## config.mk

```make
export PLATFORM = sky130hd
export DESIGN_NAME = lcd_timing_pattern_gen_flat
export DESIGN_NICKNAME = d
export VERILOG_FILES = /design/src/rtl/lcd_timing_pattern_gen_if.sv /design/src/rtl/lcd_timing_pattern_gen.sv /design/src/flat_wrapper.sv
export SDC_FILE = /design/constraint.sdc
export NUM_CORES = 1
export LEC_CHECK = 0
export ABC_AREA = 1
export CAP_MARGIN = 20
export CORE_ASPECT_RATIO = 1.1
export CORE_MARGIN = 1
export CORE_UTILIZATION = 36
export CTS_BUF_LIST = sky130_fd_sc_hd__clkbuf_8
export DETAILED_ROUTE_END_ITERATION = 6
export GPL_TIMING_DRIVEN = 0
export HOLD_SLACK_MARGIN = 0.02
export SLEW_MARGIN = 20
export SYNTH_ARGS = -nofsm -noshare
export SYNTH_HDL_FRONTEND = slang
export SYNTH_SLANG_ARGS = --single-unit
```

## constraint.sdc

```tcl
create_clock -name PixelClk -period 4 [get_ports PixelClk]
set_input_delay 0.8 -clock PixelClk [delete_from_list [all_inputs] [get_ports PixelClk]]
set_output_delay 0.8 -clock PixelClk [all_outputs]
set_load 0.01 [all_outputs]
```

## src/rtl/lcd_timing_pattern_gen_if.sv

```systemverilog
// Pin-level bundle between the LCD timing generator and its consumers (panel pins, frame-buffer readers).
// master = generator side; slave = consumer / stimulus side.
interface lcd_timing_pattern_gen_if #(
    parameter int CNT_W = 12
);
    logic             EN;
    logic [1:0]       MODE;
    logic [15:0]      SOLID_RGB;
    logic             LCD_HSYNC;
    logic             LCD_VSYNC;
    logic             LCD_DE;
    logic [4:0]       LCD_R;
    logic [5:0]       LCD_G;
    logic [4:0]       LCD_B;
    logic [CNT_W-1:0] PIX_X;
    logic [CNT_W-1:0] PIX_Y;
    logic             SOF;
    logic [7:0]       FRAME_CNT;

    modport master (
        input  EN, MODE, SOLID_RGB,
        output LCD_HSYNC, LCD_VSYNC, LCD_DE, LCD_R, LCD_G, LCD_B,
        output PIX_X, PIX_Y, SOF, FRAME_CNT
    );

    modport slave (
        output EN, MODE, SOLID_RGB,
        input  LCD_HSYNC, LCD_VSYNC, LCD_DE, LCD_R, LCD_G, LCD_B,
        input  PIX_X, PIX_Y, SOF, FRAME_CNT
    );
endinterface

```

## src/rtl/lcd_timing_pattern_gen.sv

```systemverilog
// Parametrised RGB565 LCD timing + test-pattern generator; all outputs registered, 1 cycle behind h/v.
// No backpressure: free-running on PixelClk while EN=1, parked at h=v=0 with idle outputs while EN=0.
module lcd_timing_pattern_gen #(
    parameter int H_SYNC     = 4,
    parameter int H_BP       = 43,
    parameter int H_ACTIVE   = 480,
    parameter int H_FP       = 8,
    parameter int V_SYNC     = 4,
    parameter int V_BP       = 12,
    parameter int V_ACTIVE   = 272,
    parameter int V_FP       = 8,
    parameter int HS_POL     = 0,
    parameter int VS_POL     = 0,
    parameter int DE_POL     = 1,
    parameter int CNT_W      = 12,
    parameter int CHECK_LOG2 = 4
) (
    input  logic PixelClk,
    input  logic RST,
    lcd_timing_pattern_gen_if.master bus
);
    localparam int H_TOTAL = H_SYNC + H_BP + H_ACTIVE + H_FP;
    localparam int V_TOTAL = V_SYNC + V_BP + V_ACTIVE + V_FP;
    localparam int BAR_W   = H_ACTIVE / 8;

    localparam logic HS_ON = (HS_POL != 0);
    localparam logic VS_ON = (VS_POL != 0);
    localparam logic DE_ON = (DE_POL != 0);

    localparam logic [CNT_W-1:0] H_LAST    = CNT_W'(H_TOTAL - 1);
    localparam logic [CNT_W-1:0] V_LAST    = CNT_W'(V_TOTAL - 1);
    localparam logic [CNT_W-1:0] H_SYNC_C  = CNT_W'(H_SYNC);
    localparam logic [CNT_W-1:0] V_SYNC_C  = CNT_W'(V_SYNC);
    localparam logic [CNT_W-1:0] H_START_C = CNT_W'(H_SYNC + H_BP);
    localparam logic [CNT_W-1:0] H_END_C   = CNT_W'(H_SYNC + H_BP + H_ACTIVE);
    localparam logic [CNT_W-1:0] V_START_C = CNT_W'(V_SYNC + V_BP);
    localparam logic [CNT_W-1:0] V_END_C   = CNT_W'(V_SYNC + V_BP + V_ACTIVE);
    localparam logic [CNT_W-1:0] BAR_LAST  = CNT_W'(BAR_W - 1);
    localparam logic [CNT_W-1:0] ONE       = CNT_W'(1);

    logic [CNT_W-1:0] h_cnt, v_cnt, bar_pos;
    logic [3:0]       bar_idx;
    logic [1:0]       mode_q;
    logic [15:0]      solid_q;
    logic [7:0]       frame_q;

    logic             h_act, v_act, de_c, frame_start, line_end, frame_end;
    logic [CNT_W-1:0] x_c, y_c;
    logic [15:0]      x_e, y_e, rgb_c, solid_c;
    logic [1:0]       mode_c;

    always_comb begin
        h_act       = (h_cnt >= H_START_C) && (h_cnt < H_END_C);
        v_act       = (v_cnt >= V_START_C) && (v_cnt < V_END_C);
        de_c        = h_act && v_act;
        frame_start = (h_cnt == '0) && (v_cnt == '0);
        line_end    = (h_cnt == H_LAST);
        frame_end   = line_end && (v_cnt == V_LAST);
        x_c         = de_c ? (h_cnt - H_START_C) : '0;
        y_c         = de_c ? (v_cnt - V_START_C) : '0;
        x_e         = 16'(x_c);
        y_e         = 16'(y_c);
        // The pixel at h=v=0 already belongs to the new frame, so use the live selection there.
        mode_c      = frame_start ? bus.MODE      : mode_q;
        solid_c     = frame_start ? bus.SOLID_RGB : solid_q;
        rgb_c       = 16'h0000;
        if (de_c) begin
            case (mode_c)
                2'd0: rgb_c = solid_c;
                2'd1: begin
                    case (bar_idx)
                        4'd0:    rgb_c = 16'hFFFF;
                        4'd1:    rgb_c = 16'hFFE0;
                        4'd2:    rgb_c = 16'h07FF;
                        4'd3:    rgb_c = 16'h07E0;
                        4'd4:    rgb_c = 16'hF81F;
                        4'd5:    rgb_c = 16'hF800;
                        4'd6:    rgb_c = 16'h001F;
                        default: rgb_c = 16'h0000;
                    endcase
                end
                2'd2: rgb_c = {x_e[8:4], y_e[8:3], x_e[8:4] ^ y_e[8:4]};
                default: rgb_c = (x_e[CHECK_LOG2] ^ y_e[CHECK_LOG2] ^ frame_q[0]) ? 16'hFFFF : 16'h0000;
            endcase
        end
    end

    always_ff @(posedge PixelClk or posedge RST) begin
        if (RST) begin
            h_cnt         <= '0;
            v_cnt         <= '0;
            bar_pos       <= '0;
            bar_idx       <= 4'd0;
            mode_q        <= 2'd0;
            solid_q       <= 16'h0000;
            frame_q       <= 8'd0;
            bus.LCD_HSYNC <= ~HS_ON;
            bus.LCD_VSYNC <= ~VS_ON;
            bus.LCD_DE    <= ~DE_ON;
            bus.LCD_R     <= 5'd0;
            bus.LCD_G     <= 6'd0;
            bus.LCD_B     <= 5'd0;
            bus.PIX_X     <= '0;
            bus.PIX_Y     <= '0;
            bus.SOF       <= 1'b0;
        end else if (!bus.EN) begin
            h_cnt         <= '0;
            v_cnt         <= '0;
            bar_pos       <= '0;
            bar_idx       <= 4'd0;
            bus.LCD_HSYNC <= ~HS_ON;
            bus.LCD_VSYNC <= ~VS_ON;
            bus.LCD_DE    <= ~DE_ON;
            bus.LCD_R     <= 5'd0;
            bus.LCD_G     <= 6'd0;
            bus.LCD_B     <= 5'd0;
            bus.PIX_X     <= '0;
            bus.PIX_Y     <= '0;
            bus.SOF       <= 1'b0;
        end else begin
            h_cnt <= line_end ? '0 : h_cnt + ONE;
            if (line_end) begin
                v_cnt <= (v_cnt == V_LAST) ? '0 : v_cnt + ONE;
            end
            if (frame_end) begin
                frame_q <= frame_q + 8'd1;
            end
            if (frame_start) begin
                mode_q  <= bus.MODE;
                solid_q <= bus.SOLID_RGB;
            end
            // Bar index tracks the current h; index 8 marks the black remainder past the 8th bar.
            if (h_act && !line_end) begin
                if (bar_pos == BAR_LAST) begin
                    bar_pos <= '0;
                    if (bar_idx != 4'd8) begin
                        bar_idx <= bar_idx + 4'd1;
                    end
                end else begin
                    bar_pos <= bar_pos + ONE;
                end
            end else begin
                bar_pos <= '0;
                bar_idx <= 4'd0;
            end
            bus.LCD_HSYNC <= (h_cnt < H_SYNC_C) ? HS_ON : ~HS_ON;
            bus.LCD_VSYNC <= (v_cnt < V_SYNC_C) ? VS_ON : ~VS_ON;
            bus.LCD_DE    <= de_c ? DE_ON : ~DE_ON;
            bus.LCD_R     <= rgb_c[15:11];
            bus.LCD_G     <= rgb_c[10:5];
            bus.LCD_B     <= rgb_c[4:0];
            bus.PIX_X     <= x_c;
            bus.PIX_Y     <= y_c;
            bus.SOF       <= frame_start;
        end
    end

    assign bus.FRAME_CNT = frame_q;
endmodule

```

## src/flat_wrapper.sv

```systemverilog
// flat-port wrapper written by rule: the top's interface ports become plain ports
module lcd_timing_pattern_gen_flat 
#(
    parameter int H_SYNC     = 4,
    parameter int H_BP       = 43,
    parameter int H_ACTIVE   = 480,
    parameter int H_FP       = 8,
    parameter int V_SYNC     = 4,
    parameter int V_BP       = 12,
    parameter int V_ACTIVE   = 272,
    parameter int V_FP       = 8,
    parameter int HS_POL     = 0,
    parameter int VS_POL     = 0,
    parameter int DE_POL     = 1,
    parameter int CNT_W      = 12,
    parameter int CHECK_LOG2 = 4
)
  (PixelClk, RST, bus_EN, bus_MODE, bus_SOLID_RGB, bus_LCD_HSYNC, bus_LCD_VSYNC, bus_LCD_DE, bus_LCD_R, bus_LCD_G, bus_LCD_B, bus_PIX_X, bus_PIX_Y, bus_SOF, bus_FRAME_CNT);
  lcd_timing_pattern_gen_if #(.CNT_W(CNT_W)) bus_i ();
  input  logic PixelClk;
  input  logic RST;
  input wire logic [$bits(bus_i.EN)-1:0] bus_EN;
  input wire logic [$bits(bus_i.MODE)-1:0] bus_MODE;
  input wire logic [$bits(bus_i.SOLID_RGB)-1:0] bus_SOLID_RGB;
  output wire logic [$bits(bus_i.LCD_HSYNC)-1:0] bus_LCD_HSYNC;
  output wire logic [$bits(bus_i.LCD_VSYNC)-1:0] bus_LCD_VSYNC;
  output wire logic [$bits(bus_i.LCD_DE)-1:0] bus_LCD_DE;
  output wire logic [$bits(bus_i.LCD_R)-1:0] bus_LCD_R;
  output wire logic [$bits(bus_i.LCD_G)-1:0] bus_LCD_G;
  output wire logic [$bits(bus_i.LCD_B)-1:0] bus_LCD_B;
  output wire logic [$bits(bus_i.PIX_X)-1:0] bus_PIX_X;
  output wire logic [$bits(bus_i.PIX_Y)-1:0] bus_PIX_Y;
  output wire logic [$bits(bus_i.SOF)-1:0] bus_SOF;
  output wire logic [$bits(bus_i.FRAME_CNT)-1:0] bus_FRAME_CNT;
  assign bus_i.EN = bus_EN;
  assign bus_i.MODE = bus_MODE;
  assign bus_i.SOLID_RGB = bus_SOLID_RGB;
  assign bus_LCD_HSYNC = bus_i.LCD_HSYNC;
  assign bus_LCD_VSYNC = bus_i.LCD_VSYNC;
  assign bus_LCD_DE = bus_i.LCD_DE;
  assign bus_LCD_R = bus_i.LCD_R;
  assign bus_LCD_G = bus_i.LCD_G;
  assign bus_LCD_B = bus_i.LCD_B;
  assign bus_PIX_X = bus_i.PIX_X;
  assign bus_PIX_Y = bus_i.PIX_Y;
  assign bus_SOF = bus_i.SOF;
  assign bus_FRAME_CNT = bus_i.FRAME_CNT;
  lcd_timing_pattern_gen #(.H_SYNC(H_SYNC), .H_BP(H_BP), .H_ACTIVE(H_ACTIVE), .H_FP(H_FP), .V_SYNC(V_SYNC), .V_BP(V_BP), .V_ACTIVE(V_ACTIVE), .V_FP(V_FP), .HS_POL(HS_POL), .VS_POL(VS_POL), .DE_POL(DE_POL), .CNT_W(CNT_W), .CHECK_LOG2(CHECK_LOG2)) u_core (.PixelClk(PixelClk), .RST(RST), .bus(bus_i));
endmodule
```

; Word level (Yosys, flattened, before mapping)
; Cells that the tools add are included.
[totals]
latchBits = 0
mem_bits_rw = 0
regBits = 110
word_cells = 92
rom_bits = 0
memories = 0
inputBits = 21
out_inout_bits = 52
[classes]
addsub = 7
bitwise = 3
magnitude_cmp = 6
n_mux = 32
n_reduce_logical = 13
multipliers = 0
div = 0
shifts = 0
n_eq_ne = 15
[ops]
columns = op, n
row1 = 12-bit two-way mux, 12
row2 = 16-bit one-hot mux with 7 select lines, 1
row3 = 16-bit two-way mux, 3
row4 = 16-bit one-hot mux with 3 select lines, 1
row5 = "12-bit by 1-bit adder with 12-bit output, second input constant", 3
row6 = 12-bit logical NOT, 2
row7 = "12-bit by 3-bit < comparator with 1-bit output, second input constant", 2
row8 = 4-bit two-way mux, 4
row9 = "12-bit by 10-bit == test with 1-bit output, second input constant", 1
row10 = "12-bit by 6-bit == test with 1-bit output, second input constant", 1
row11 = "12-bit by 9-bit == test with 1-bit output, second input constant", 1
row12 = "4-bit by 3-bit == test with 1-bit output, second input constant", 3
row13 = "12-bit by 5-bit >= comparator with 1-bit output, second input constant", 1
row14 = "12-bit by 6-bit >= comparator with 1-bit output, second input constant", 1
row15 = "12-bit by 10-bit < comparator with 1-bit output, second input constant", 1
row16 = "12-bit by 9-bit < comparator with 1-bit output, second input constant", 1
row17 = "12-bit by 5-bit subtractor with 12-bit output, second input constant", 1
row18 = "12-bit by 6-bit subtractor with 12-bit output, second input constant", 1
row19 = 5-bit two-way mux, 2
row20 = "8-bit by 1-bit adder with 8-bit output, second input constant", 1
row21 = "4-bit by 2-bit == test with 1-bit output, second input constant", 2
row22 = 1-bit two-way mux, 7
row23 = 1-bit logical AND, 6
row24 = 6-bit two-way mux, 1
row25 = 14 further kinds, 17

; Logic depth before layout (Yosys ltp)
; Gate-level depths: netlist of run 1.
[logic_depth]
word_depth = 10
depth_mapped = 15
depth_no_buf = 13

; Worst setup path after synthesis of run 1
; Ideal clock, no wire load.
[synth_path]
path_kind = register to register
startpoint = register u_core.v_cnt[4]
endpoint = register u_core.bus.LCD_B[2]
n_path_buf = 2
setup_ps = 119
required_ps = 3881
period_less_slack_ps = 2015
arrival_time_ps = 1896
setup_slack_ps = 1985
stages_incl_launch_ff = 14
path_cell_list = dfrtp_1 clkbuf_1 inv_1 ha_1 nand2_2 nor2_4 nand3_4 buf_6 nand2_2 nand2_2 o21ai_1 nand2_1 a21oi_1 nor2_1
[synth_via]
elab_chain_cells = 10
word_cells_on_any_way = 21
classes_between = 1 x add/sub / 2 x order compare / 2 x eq/ne / 8 x mux / 3 x bitwise / 5 x reduce/logical
[synth_lines]
columns = item, line_no
row1 = from (decl), lcd_timing_pattern_gen.sv:41  ; logic [CNT_W-1:0] h_cnt, v_cnt, bar_pos;
row2 = from (signal assigned), lcd_timing_pattern_gen.sv:123  ; v_cnt <= (v_cnt == V_LAST) ? '0 : v_cnt + ONE;
row3 = 12-bit by 5-bit >= comparator with 1-bit output or 12-bit by 9-bit < comparator with 1-bit output (tied branches), lcd_timing_pattern_gen.sv:54  ; v_act = (v_cnt >= V_START_C) && (v_cnt < V_END_C);
row4 = 1-bit logical AND, lcd_timing_pattern_gen.sv:54
row5 = 1-bit logical AND, lcd_timing_pattern_gen.sv:55  ; de_c = h_act && v_act;
row6 = "12-bit two-way mux, on equally long branches", "lcd_timing_pattern_gen.sv:59, lcd_timing_pattern_gen.sv:60"
row7 = 1-bit bitwise XOR (2 in a row), lcd_timing_pattern_gen.sv:83  ; default: rgb_c = (x_e[CHECK_LOG2] ^ y_e[CHECK_LOG2] ^ frame_q[0]) ? 16'hFFFF : 16'h0000;
row8 = 16-bit two-way mux, lcd_timing_pattern_gen.sv:83
row9 = 16-bit one-hot mux with 3 select lines, lcd_timing_pattern_gen.sv:68  ; case (mode_c)
row10 = 16-bit two-way mux (*), lcd_timing_pattern_gen.sv:67  ; if (de_c) begin
row11 = 5-bit two-way mux (*), lcd_timing_pattern_gen.sv:106  ; end else if (!bus.EN) begin
row12 = to (signal assigned), lcd_timing_pattern_gen.sv:151  ; bus.LCD_B <= rgb_c[4:0];
row13 = to (decl), lcd_timing_pattern_gen_if.sv:22  ; output LCD_HSYNC, LCD_VSYNC, LCD_DE, LCD_R, LCD_G, LCD_B,
; Every way passes the cells marked *; elsewhere a longest branch is shown, timed or not.
; A chain may end at the register's enable or synchronous reset.

; Final worst setup path of run 1
[layout_path]
startpoint = register u_core.v_cnt[4]
endpoint = register u_core.bus.PIX_Y[9]
[layout_via]
elab_chain_cells = 5
word_cells_on_any_way = 7
classes_between = 1 x add/sub / 2 x order compare / 2 x mux / 2 x reduce/logical
[layout_lines]
columns = item, line_no
row1 = 12-bit by 5-bit >= comparator with 1-bit output or 12-bit by 9-bit < comparator with 1-bit output (tied branches), lcd_timing_pattern_gen.sv:54
row2 = 1-bit logical AND, lcd_timing_pattern_gen.sv:54
row3 = 1-bit logical AND, lcd_timing_pattern_gen.sv:55
row4 = 12-bit two-way mux (*), lcd_timing_pattern_gen.sv:60  ; y_c = de_c ? (v_cnt - V_START_C) : '0;
row5 = 12-bit two-way mux (*), lcd_timing_pattern_gen.sv:106
row6 = to (signal assigned), lcd_timing_pattern_gen.sv:153  ; bus.PIX_Y <= y_c;
row7 = to (decl), lcd_timing_pattern_gen_if.sv:23  ; output PIX_X, PIX_Y, SOF, FRAME_CNT
; Marked as above.

==> results of run 1 <==
[worst max-delay path: stages (launching register included)]
cell,delay [ns]
dfrtp_1,0.40
clkbuf_1,0.37
inv_1,0.22
ha_1,0.30
nand3_2,0.15
o21ai_2,0.12
nor2_8,0.17
inv_2,0.09
nor2_4,0.18
inv_2,0.09
buf_2,0.20
nor2_1,0.16
[power breakdown]
| part | switching [mW] | internal, mW | total, mW |
|---|---|---|---|
| registers | 0.0264 | 1.16 | 1.19 |
| clock network | 0.397 | 0.414 | 0.811 |
| logic | 0.206 | 0.121 | 0.327 |
| total | 0.629 | 1.69 | 2.32 |
[sequential cells by signal, summed over array words and instances, names as in the netlist, 2 cells and up]
signal                flops
u_core.bar_idx            4
u_core.bar_pos           12
u_core.bus.FRAME_CNT      8
u_core.bus.LCD_B          5
u_core.bus.LCD_G          6
u_core.bus.LCD_R          5
u_core.bus.PIX_X         12
u_core.bus.PIX_Y         12
u_core.h_cnt             12
u_core.mode_q             2
u_core.solid_q           16
u_core.v_cnt             12
[cell families after synthesis]
logic type,Yosys count,synth area share (%)
AND/OR/NAND/NOR,340,28.07
buffers and inverters,104,7.523
flip-flops,110,47.88
XOR/XNOR,23,3.501
AO/OA/AOI/OAI,98,9.480
adder cells (fa/ha/maj),16,3.479
other,1,0.06517
[path summary, 6_finish.rpt]
kind,end,slack (ns)
min in group asynchronous,u_core.solid_q[1]$_DFFE_PP0P_,0.79
worst max-delay path,u_core.bus.PIX_Y[9]$_DFF_PP0_,1.47
worst min register to register,u_core.v_cnt[11]$_DFFE_PP0P_,0.47
worst max register to register,u_core.bus.PIX_Y[9]$_DFF_PP0_,1.47
worst min-delay path,u_core.v_cnt[11]$_DFFE_PP0P_,0.47
max in group asynchronous,u_core.bus.LCD_HSYNC$_DFF_PP1_,2.50
[cells in the final DEF, fill, tap and decap left out, types with 6 or more instances in the layout]
master / count
a21oi_1: 25
buf_2: 7
clkbuf_1: 6
clkbuf_8: 9
clkdlybuf4s50_1: 71
dfrtp_1: 108
ha_1: 16
inv_1: 74
inv_2: 12
nand2_1: 134
nand2_2: 12
nand3_1: 29
nand3_2: 6
nand4_1: 9
nor2_1: 109
nor2_4: 7
nor3_1: 16
o21ai_0: 38
o21ai_1: 15
xnor2_1: 7
xor2_1: 16
[Yosys cell counts, drive strengths merged (6+ instances only)]
cell,instances,share of area [%]
nand2,148,10
nor2,122,9.6
dfrtp,108,47
inv,86,5.6
o21ai,55,4.9
nand3,37,4.2
a21oi,25,2.2
nor3,20,2.3
ha,16,3.5
xor2,16,2.4
buf,12,1.5
nand4,10,1.2
xnor2,7,1.1
clkbuf,6,0.39
[layout make-up]
class | count | share of cell area, %
well taps | 200 | 3.583
repair buffers | 72 | 10.57
multi-input cells | 478 | 36.74
flip-flops and latches | 110 | 39.45
inverters | 86 | 4.694
clock inverters | 7 | 1.612
clock buffers | 9 | 1.774
plain buffers | 18 | 1.577
[per-layer routing]
metal	part of all wire [%]	up-vias
met4	1.5	0
met1	46	2166
met3	4.1	18
met5	0	-
met2	48	88
li1	-	2368
==> results by group, run 1 <==
Placement
  • DP Area: 6748 µm²
  • Final GP Congestion: 0.8762
  • Worst slack, placed: 1.446 ns
  • DP HPWL: 9919 µm
  • I/O Buffers: 71
  • Post-placement cell count: 964

Timing
  • Hold Vio Cnt, Final: 0
  • Final worst slack: 1.469 ns
  • Clk_skew: 0.01814 ns
  • Min Clock Period, post-route: 2.531 ns
  • Worst rel slew slack: 62.94%
  • WHS: 0.4727 ns
  • Setup_tns: 0 ns
  • FMAX: 395.1 MHz
  • RSZ-0062 raised after global routing: false
  • Final setup viols: 0
  • Slew Limit Fails: 0
  • Part of the cycle the worst path needs: 63.28%
  • Slew at the pin closest to its max-slew limit: 0.5519 ns

Global routing
  • Met2 Usage GRT: 27.68%
  • Met1 Use GR: 23.41%
  • Largest net degree at the start of global routing: 58
  • First-pass GRT wire length: 21890 µm
  • Total GRT Usage: 17.27%
  • Initial antenna violation count: 0
  • Grt met3 use: 3.125%
  • Number of global-route vias before repair: 4430
  • Remaining Overflow, GRT: 0
  • GRT Max-Usage Layer: met2

Min path
  • Worst Hold Depth: 1
  • HP Start: u_core.v_cnt[11]$_DFFE_PP0P_
  • Worst hold path type: flip-flop to flip-flop

Floorplanning
  • Starting Density: 36.71%
  • Die width: 122.5 µm
  • Number of cell rows: 48
  • Die Y: 134.6 µm
  • Die area: 16490 µm²
  • I/O pin total: 73
  • Core ar.: 15680 µm²

Synth
  • Netlist cell types: 43
  • Synth Cell Area: 5754 µm²
  • EDFF count, synth: 0
  • Net Count, Synth: 729
  • Share of flip-flops with an asynchronous set or reset: 100.0%
  • Register bit count reported by yosys: 110
  • Synth Instances: 692
  • Main synth FF type: dfrtp_1
  • Synth warn: 0
  • Syn Area/Cell: 8.315 µm²
  • Seq/Total Area, Yosys: 47.88%

Setup path
  • Reg2Reg Launch Point: u_core.v_cnt[4]$_DFFE_PP0P_
  • Crit Path Category: flip-flop to flip-flop
  • Crit end category: flip-flop
  • R2R cell count: 11
  • Setup crit start: u_core.v_cnt[4]$_DFFE_PP0P_
  • CP Launch Type: flip-flop
  • CP max FO: 10
  • Worst Path Arrival: 2.85 ns
  • WP data required: 4.31 ns

Finish
  • Design Area, Final: 6984 µm²
  • Layout area overhead: 21.37%
  • Non-Filler Instances: 980
  • Final #Nets: 812
  • Diode count: 0
  • FF+latch area: 2755 µm²
  • # fillers: 1552
  • Layout cell share with drive strength beyond 1: 11.03%
  • Final core occ: 44.56%
  • Multi-input logic area: 2566 µm²

Clock network
  • Worst-path clk slew: 0.11 ns
  • Setup bufs post-CTS: 0
  • Number of H-tree levels: 3
  • Worst-skew pair later-pin latency: 0.41 ns
  • CTS tree: done
  • Root Buffer: clkbuf_8
  • Sink Count: 110
  • Cts hold-fix bufs: 0
  • CTS resizes: 0
  • TritonCTS Buffers: 9
  • Clock tree buffer depth: 2

Pwr
  • PD cells: 332.7 nW/µm²
  • Total power: 2.323 mW
  • Leakage: 3.423 nW
  • Peak supply drop: 0.0001455 V

Drt
  • DR pass1 iterations: 5
  • Total wire length: 13100 µm
  • DR WL/cell: 13.36 µm
  • 1st-iter DRT viols: 246
  • Vias: 4640
  • DRC: 0
  • Post-DRT Antenna Nets: 0
  • Via density: 4.735

Status
  • Outcome: complete, no violations

Flow run
  • Max cap viols: 0
Power figures use the tool's default switching activity.
==> run 2: changes to the inputs <==
- clock period: 4 -> 2.5 ns (I/O delays scaled with it)
==> results by group, run 2 (synthesis gave the netlist of run 1 again) <==
Global routing
  • Number of global-route vias before repair: 4521 (+2.1%)
  • Remaining Overflow, GRT: 0 (unchanged)
  • First-pass GRT wire length: 22090 µm (+0.95%)
  • Total GRT Usage: 17.48% (+0.21 points)
  • Initial antenna violation count: 0 (unchanged)
  • Largest net degree at the start of global routing: 35 (-40%)

Finish
  • Design Area, Final: 6987 µm² (about the same)
  • Final #Nets: 814 (+0.25%)
  • Diode count: 0 (unchanged)
  • Commonest cells after routing, fill and taps aside: nand2_1, nor2_1, dfrtp_1
  • Layout area overhead: 21.42% (about the same)
  • Largest register by flop count: u_core.solid_q
  • Max reg flops: 16 (unchanged)
  • Final core occ: 44.57% (about the same)
  • Most common cell after layout, fill and taps aside: nand2_1
  • Non-Filler Instances: 982 (+0.20%)
  • Layout cell share with drive strength beyond 1: 11.51% (+0.48 points)

Placement
  • DP Area: 6779 µm² (+0.46%)
  • Worst slack, placed: 0.06265 ns (-1.383 ns)
  • I/O Buffers: 71 (unchanged)
  • DP HPWL: 10050 µm (+1.3%)
  • Final GP Congestion: 0.8429 (-3.8%)
  • Post-placement cell count: 966 (+0.21%)

Clock network
  • Worst-skew pair later-pin latency: 0.40 ns (about the same)
  • CTS resizes: 0 (unchanged)
  • Sink Count: 110 (unchanged)
  • Clock tree buffer depth: 2 (unchanged)
  • Number of H-tree levels: 3 (unchanged)
  • CTS tree: done
  • Root Buffer: clkbuf_8
  • Setup bufs post-CTS: 0 (unchanged)
  • TritonCTS Buffers: 9 (unchanged)
  • Cts hold-fix bufs: 0 (unchanged)
  • Worst-path clk slew: 0.10 ns (about the same)

Floorplanning
  • Number of cell rows: 48 (unchanged)
  • Die area: 16490 µm² (unchanged)
  • Die Y: 134.6 µm (unchanged)
  • I/O pin total: 73 (unchanged)
  • Starting Density: 36.71% (unchanged)
  • Core ar.: 15680 µm² (unchanged)
  • Die width: 122.5 µm (unchanged)

Setup path
  • Crit Path Category: flip-flop to flip-flop
  • Crit-path most repeated cell: nand3_2
  • CP Buf/Inv Count: 3 (-2)
  • Worst Path Arrival: 2.58 ns (-0.27 ns)
  • WP data required: 2.79 ns (-1.52 ns)
  • Worst path slowest cell: dfrtp_1
  • Crit path max-delay family: simple AND/OR/NAND/NOR gates
  • Crit end category: flip-flop
  • CP max FO: 10 (unchanged)
  • CP Launch Type: flip-flop
  • Largest stage delay, worst path: 0.42 ns (+0.02 ns)
  • Worst-path cell chain: clkbuf_2 -> inv_2 -> ha_1 -> nand3_2 -> o21ai_2 -> nor2_8 -> nand3_2 -> nand2_1 -> nand2_1 -> nand3_2 -> nand2_4 -> buf_6 -> nor2_1

Drt
  • Total wire length: 13110 µm (about the same)
  • Via density: 4.690 (-0.93%)
  • 1st-iter DRT viols: 290 (+18%)
  • DR WL/cell: 13.35 µm (-0.13%)
  • Vias: 4606 (-0.73%)
  • DRC: 0 (unchanged)
  • DR pass1 iterations: 5 (unchanged)
  • Post-DRT Antenna Nets: 0 (unchanged)

Timing
  • Clk_skew: 0.01422 ns (-0.003914 ns)
  • Hold Vio Cnt, Final: 0 (unchanged)
  • FMAX: 437.0 MHz (+11%)
  • WHS: 0.4405 ns (-0.03218 ns)
  • Min Clock Period, post-route: 2.289 ns (-0.2427 ns)
  • Setup_tns: 0 ns (unchanged)
  • RSZ-0062 raised after global routing: false
  • Part of the cycle the worst path needs: 91.54% (+28 points)
  • Slew at the pin closest to its max-slew limit: 0.5356 ns (-0.01622 ns)
  • Slew Limit Fails: 0 (unchanged)
  • Worst rel slew slack: 64.03% (+1.1 points)
  • Final setup viols: 0 (unchanged)
  • Final worst slack: 0.2115 ns (-1.257 ns)

Flow run
  • Max cap viols: 0 (unchanged)

Status
  • Outcome: complete, no violations

Pwr
  • Peak supply drop: 0.0002458 V (+69%)
  • PD cells: 509.4 nW/µm² (+53%)
  • Total power: 3.559 mW (+53%)
  • Leakage: 3.426 nW (about the same)

Min path
  • Worst hold path type: primary input to async pin
## run 2: cell type report
cell class | count | area [µm²]
Timing Repair Buffer | 74 | 770.7
Clock buffer | 11 | 151.4
Fill cell | 1554 | 8688
Buffer | 18 | 111.4
Tap cell | 200 | 250.2
Multi-Input combinational cell | 478 | 2570
Sequential cell | 110 | 2755
Inverter | 86 | 326.6
Clock inverter | 5 | 51.30
## run 2: worst reg2reg max path, cell delays in order, from the launching register on
cell and delay, ns:
dfrtp_1 0.42, clkbuf_2 0.20, inv_2 0.15, ha_1 0.23, nand3_2 0.17, o21ai_2 0.28
nor2_8 0.08, nand3_2 0.07, nand2_1 0.09, nand2_1 0.08, nand3_2 0.08, nand2_4 0.12
buf_6 0.15, nor2_1 0.05
## run 2: power by group
part | internal, mW | total (mW) | switching [mW]
sequential | 1.85 | 1.90 | 0.0448
clock | 0.512 | 1.13 | 0.620
combinational | 0.199 | 0.528 | 0.329
## run 2: per-layer routing
| metal | GRT usage, % | share of wire [%] | wire (µm) | vias to the layer above |
|---|---|---|---|---|
| met5 | 0 | 0 | 0 | - |
| met4 | 6.098 | 1.6 | 215 | 0 |
| met3 | 3.421 | 3.6 | 474 | 14 |
| met2 | 28.59 | 49 | 6414 | 71 |
| met1 | 22.92 | 46 | 6002 | 2150 |
| li1 | - | - | - | 2371 |
## run 2: final timing paths
check                      slack [ns]                             end  cells after the start                   startpoint
max                              0.21   u_core.bus.LCD_G[4]$_DFF_PP0_                     13  u_core.v_cnt[4]$_DFFE_PP0P_
min                              0.44  u_core.bus.PIX_X[10]$_DFF_PP0_                      2                          RST
max reg2reg                      0.21   u_core.bus.LCD_G[4]$_DFF_PP0_                     13  u_core.v_cnt[4]$_DFFE_PP0P_
min reg2reg                      0.47     u_core.bar_pos[0]$_DFF_PP0_                      1  u_core.bar_pos[0]$_DFF_PP0_
max in group asynchronous        1.52  u_core.bus.LCD_VSYNC$_DFF_PP1_                      3                          RST
min in group PixelClk            0.47     u_core.bar_pos[0]$_DFF_PP0_                      1  u_core.bar_pos[0]$_DFF_PP0_
==> run 3: changes to the inputs <==
- PLACE_DENSITY_LB_ADDON: not set -> 0.2
==> results by group, run 3 (synthesis gave the netlist of run 1 again) <==
Drt
  • Total wire length: 13430 µm (+2.5%)
  • DRC: 0 (unchanged)
  • Via density: 4.802 (+2.4%)
  • Post-DRT Antenna Nets: 0 (unchanged)
  • DR WL/cell: 13.68 µm (+2.5%)
  • 1st-iter DRT viols: 247 (-15%)
  • DR pass1 iterations: 7 (+2)
  • Vias: 4716 (+2.4%)

Timing
  • FMAX: 435.7 MHz (-0.30%)
  • Part of the cycle the worst path needs: 91.82% (+0.27 points)
  • Worst rel slew slack: 66.51% (+2.5 points)
  • Slew at the pin closest to its max-slew limit: 0.4987 ns (-0.03694 ns)
  • Slew Limit Fails: 0 (unchanged)
  • Setup_tns: 0 ns (unchanged)
  • Final worst slack: 0.2046 ns (-0.006872 ns)
  • Final setup viols: 0 (unchanged)
  • Hold Vio Cnt, Final: 0 (unchanged)
  • Clk_skew: 0.01329 ns (-0.0009294 ns)
  • RSZ-0062 raised after global routing: false
  • Min Clock Period, post-route: 2.295 ns (+0.006872 ns)

Clock network
  • Sink Count: 110 (unchanged)
  • Worst-path clk slew: 0.10 ns (about the same)
  • Number of H-tree levels: 3 (unchanged)
  • Root Buffer: clkbuf_8
  • CTS tree: done
  • Setup bufs post-CTS: 0 (unchanged)
  • TritonCTS Buffers: 9 (unchanged)
  • Worst-skew pair later-pin latency: 0.40 ns (about the same)
  • Clock tree buffer depth: 2 (unchanged)

Placement
  • Worst slack, placed: 0.05206 ns (-0.01059 ns)
  • DP HPWL: 10360 µm (+3.1%)
  • I/O Buffers: 71 (unchanged)
  • DP Area: 6779 µm² (unchanged)
  • Final GP Congestion: 0.8790 (+4.3%)
  • Post-placement cell count: 966 (unchanged)

Flow run
  • Max cap viols: 0 (unchanged)

Setup path
  • CP Launch Type: flip-flop
  • Worst-path cell chain: clkbuf_2 -> inv_2 -> ha_1 -> nand3_2 -> o21ai_2 -> nor2_8 -> inv_2 -> nor2_4 -> inv_2 -> buf_2 -> nor2_1
  • Reg-to-Reg End: u_core.bus.PIX_Y[6]$_DFF_PP0_
  • Crit end category: flip-flop
  • Critical Path Sink: u_core.bus.PIX_Y[6]$_DFF_PP0_
  • Crit-path most repeated cell: inv_2
  • R2r setup slk: 0.20 ns (about the same)
  • Worst path slowest cell: dfrtp_1
  • Reg2Reg Launch Point: u_core.v_cnt[4]$_DFFE_PP0P_
  • Setup crit start: u_core.v_cnt[4]$_DFFE_PP0P_
  • R2R cell count: 11 (-2)
  • Crit Path Category: flip-flop to flip-flop
  • CP max FO: 10 (unchanged)
  • Largest stage delay, worst path: 0.42 ns (about the same)
  • Worst Path Arrival: 2.56 ns (-0.02 ns)
  • WP data required: 2.77 ns (-0.02 ns)

Finish
  • Most common cell after layout, fill and taps aside: nand2_1
  • Final core occ: 44.86% (+0.29 points)
  • Diode count: 0 (unchanged)
  • Design Area, Final: 7032 µm² (+0.64%)
  • Largest register by flop count: u_core.solid_q
  • Layout cell share with drive strength beyond 1: 11.89% (+0.38 points)
  • Non-Filler Instances: 982 (unchanged)
  • Layout area overhead: 22.20%
  • Commonest cells after routing, fill and taps aside: nand2_1, nor2_1, dfrtp_1
  • Max reg flops: 16 (unchanged)
  • Final #Nets: 814 (unchanged)

Global routing
  • Number of global-route vias before repair: 4613 (+2.0%)
  • Met2 Usage GRT: 28.12% (-0.47 points)
  • Met1 Use GR: 23.13% (+0.20 points)
  • Remaining Overflow, GRT: 0 (unchanged)
  • Initial antenna violation count: 0 (unchanged)
  • Largest net degree at the start of global routing: 35 (unchanged)
  • GRT Max-Usage Layer: met2
  • First-pass GRT wire length: 22200 µm (+0.47%)
  • Grt met3 use: 2.787% (-0.63 points)
  • Total GRT Usage: 17.40% (-0.073 points)

Floorplanning
  • Die area: 16490 µm² (unchanged)
  • I/O pin total: 73 (unchanged)
  • Core ar.: 15680 µm² (unchanged)
  • Die Y: 134.6 µm (unchanged)
  • Die width: 122.5 µm (unchanged)
  • Starting Density: 36.71% (unchanged)
  • Number of cell rows: 48 (unchanged)

Pwr
  • Leakage: 3.436 nW (+0.28%)
  • PD cells: 531.6 nW/µm² (+4.4%)
  • Peak supply drop: 0.0003190 V (+30%)

Status
  • Outcome: complete, no violations

Min path
  • Worst hold path type: primary input to async pin
[run 3: cell count changes in the layout (fill, tap and decap cells not counted)]
cell / change
o21ai_2: +1
clkinvlp_4: +1
clkinv_4: -1
inv_6: +2
o21ai_1: -1
bufinv_16: +2
inv_1: -2
clkbuf_8: -2
[run 3: layer usage]
metal	wire length [µm]	up-vias	part of all wire [%]
li1	-	2367	-
met1	6149	2227	46
met2	6456	104	48
met3	547	18	4.1
met4	281	0	2.1
met5	0	-	0
[run 3: repair_timing]
item | in CTS | in global routing
setup endpoints to repair | 0 | 54
hold buffers | 0 | 0
resized for setup | 0 | 5
[run 3: worst max-delay path, delay by kind of cell, from the launching register on]
family,cells,cell delay (ns)
adder cells (fa/ha/maj),1,0.24
AND/OR/NAND/NOR,4,0.39
AO/OA/AOI/OAI,1,0.28
buffers and inverters,5,0.84
flip-flops,1,0.42
[run 3: power breakdown]
group / total, mW / internal [mW] / switching [mW]
clock network: 1.30 / 0.670 / 0.627
registers: 1.90 / 1.85 / 0.0457
logic: 0.540 / 0.199 / 0.341
[run 3: worst min path at each step]
stage | startpoint | endpoint | slack (ns)
after global placement | u_core.bar_pos[0]$_DFF_PP0_ | u_core.bar_pos[0]$_DFF_PP0_ | 0.45
after floorplan | u_core.bar_pos[0]$_DFF_PP0_ | u_core.bar_pos[0]$_DFF_PP0_ | 0.43
after detailed placement | u_core.bus.FRAME_CNT[7]$_DFFE_PP0P_ | u_core.bus.FRAME_CNT[7]$_DFFE_PP0P_ | 0.46
final | RST | u_core.bar_pos[6]$_DFF_PP0_ | 0.45
after CTS | RST | u_core.bar_pos[6]$_DFF_PP0_ | 0.45
after global routing | RST | u_core.bar_pos[6]$_DFF_PP0_ | 0.47
[run 3: through the flow]
| step | hold WS (ns) | power (mW) |
|---|---|---|
| after floorplan | 0.4331 | 2.299 |
| after global placement | 0.4471 | 2.451 |
| after detailed placement | 0.4587 | 2.471 |
| after CTS | 0.4503 | 3.784 |
| after global routing | 0.4694 | 3.927 |
| final | 0.4519 | 3.738 |
[run 3: layout make-up]
class | count | area [µm²]
Clock buffer | 9 | 123.9
Inverter | 86 | 326.6
Tap cell | 200 | 250.2
Fill cell | 1544 | 8643
Buffer | 18 | 111.4
Timing Repair Buffer | 74 | 770.7
Sequential cell | 110 | 2755
Multi-Input combinational cell | 478 | 2574
Clock inverter | 7 | 120.1
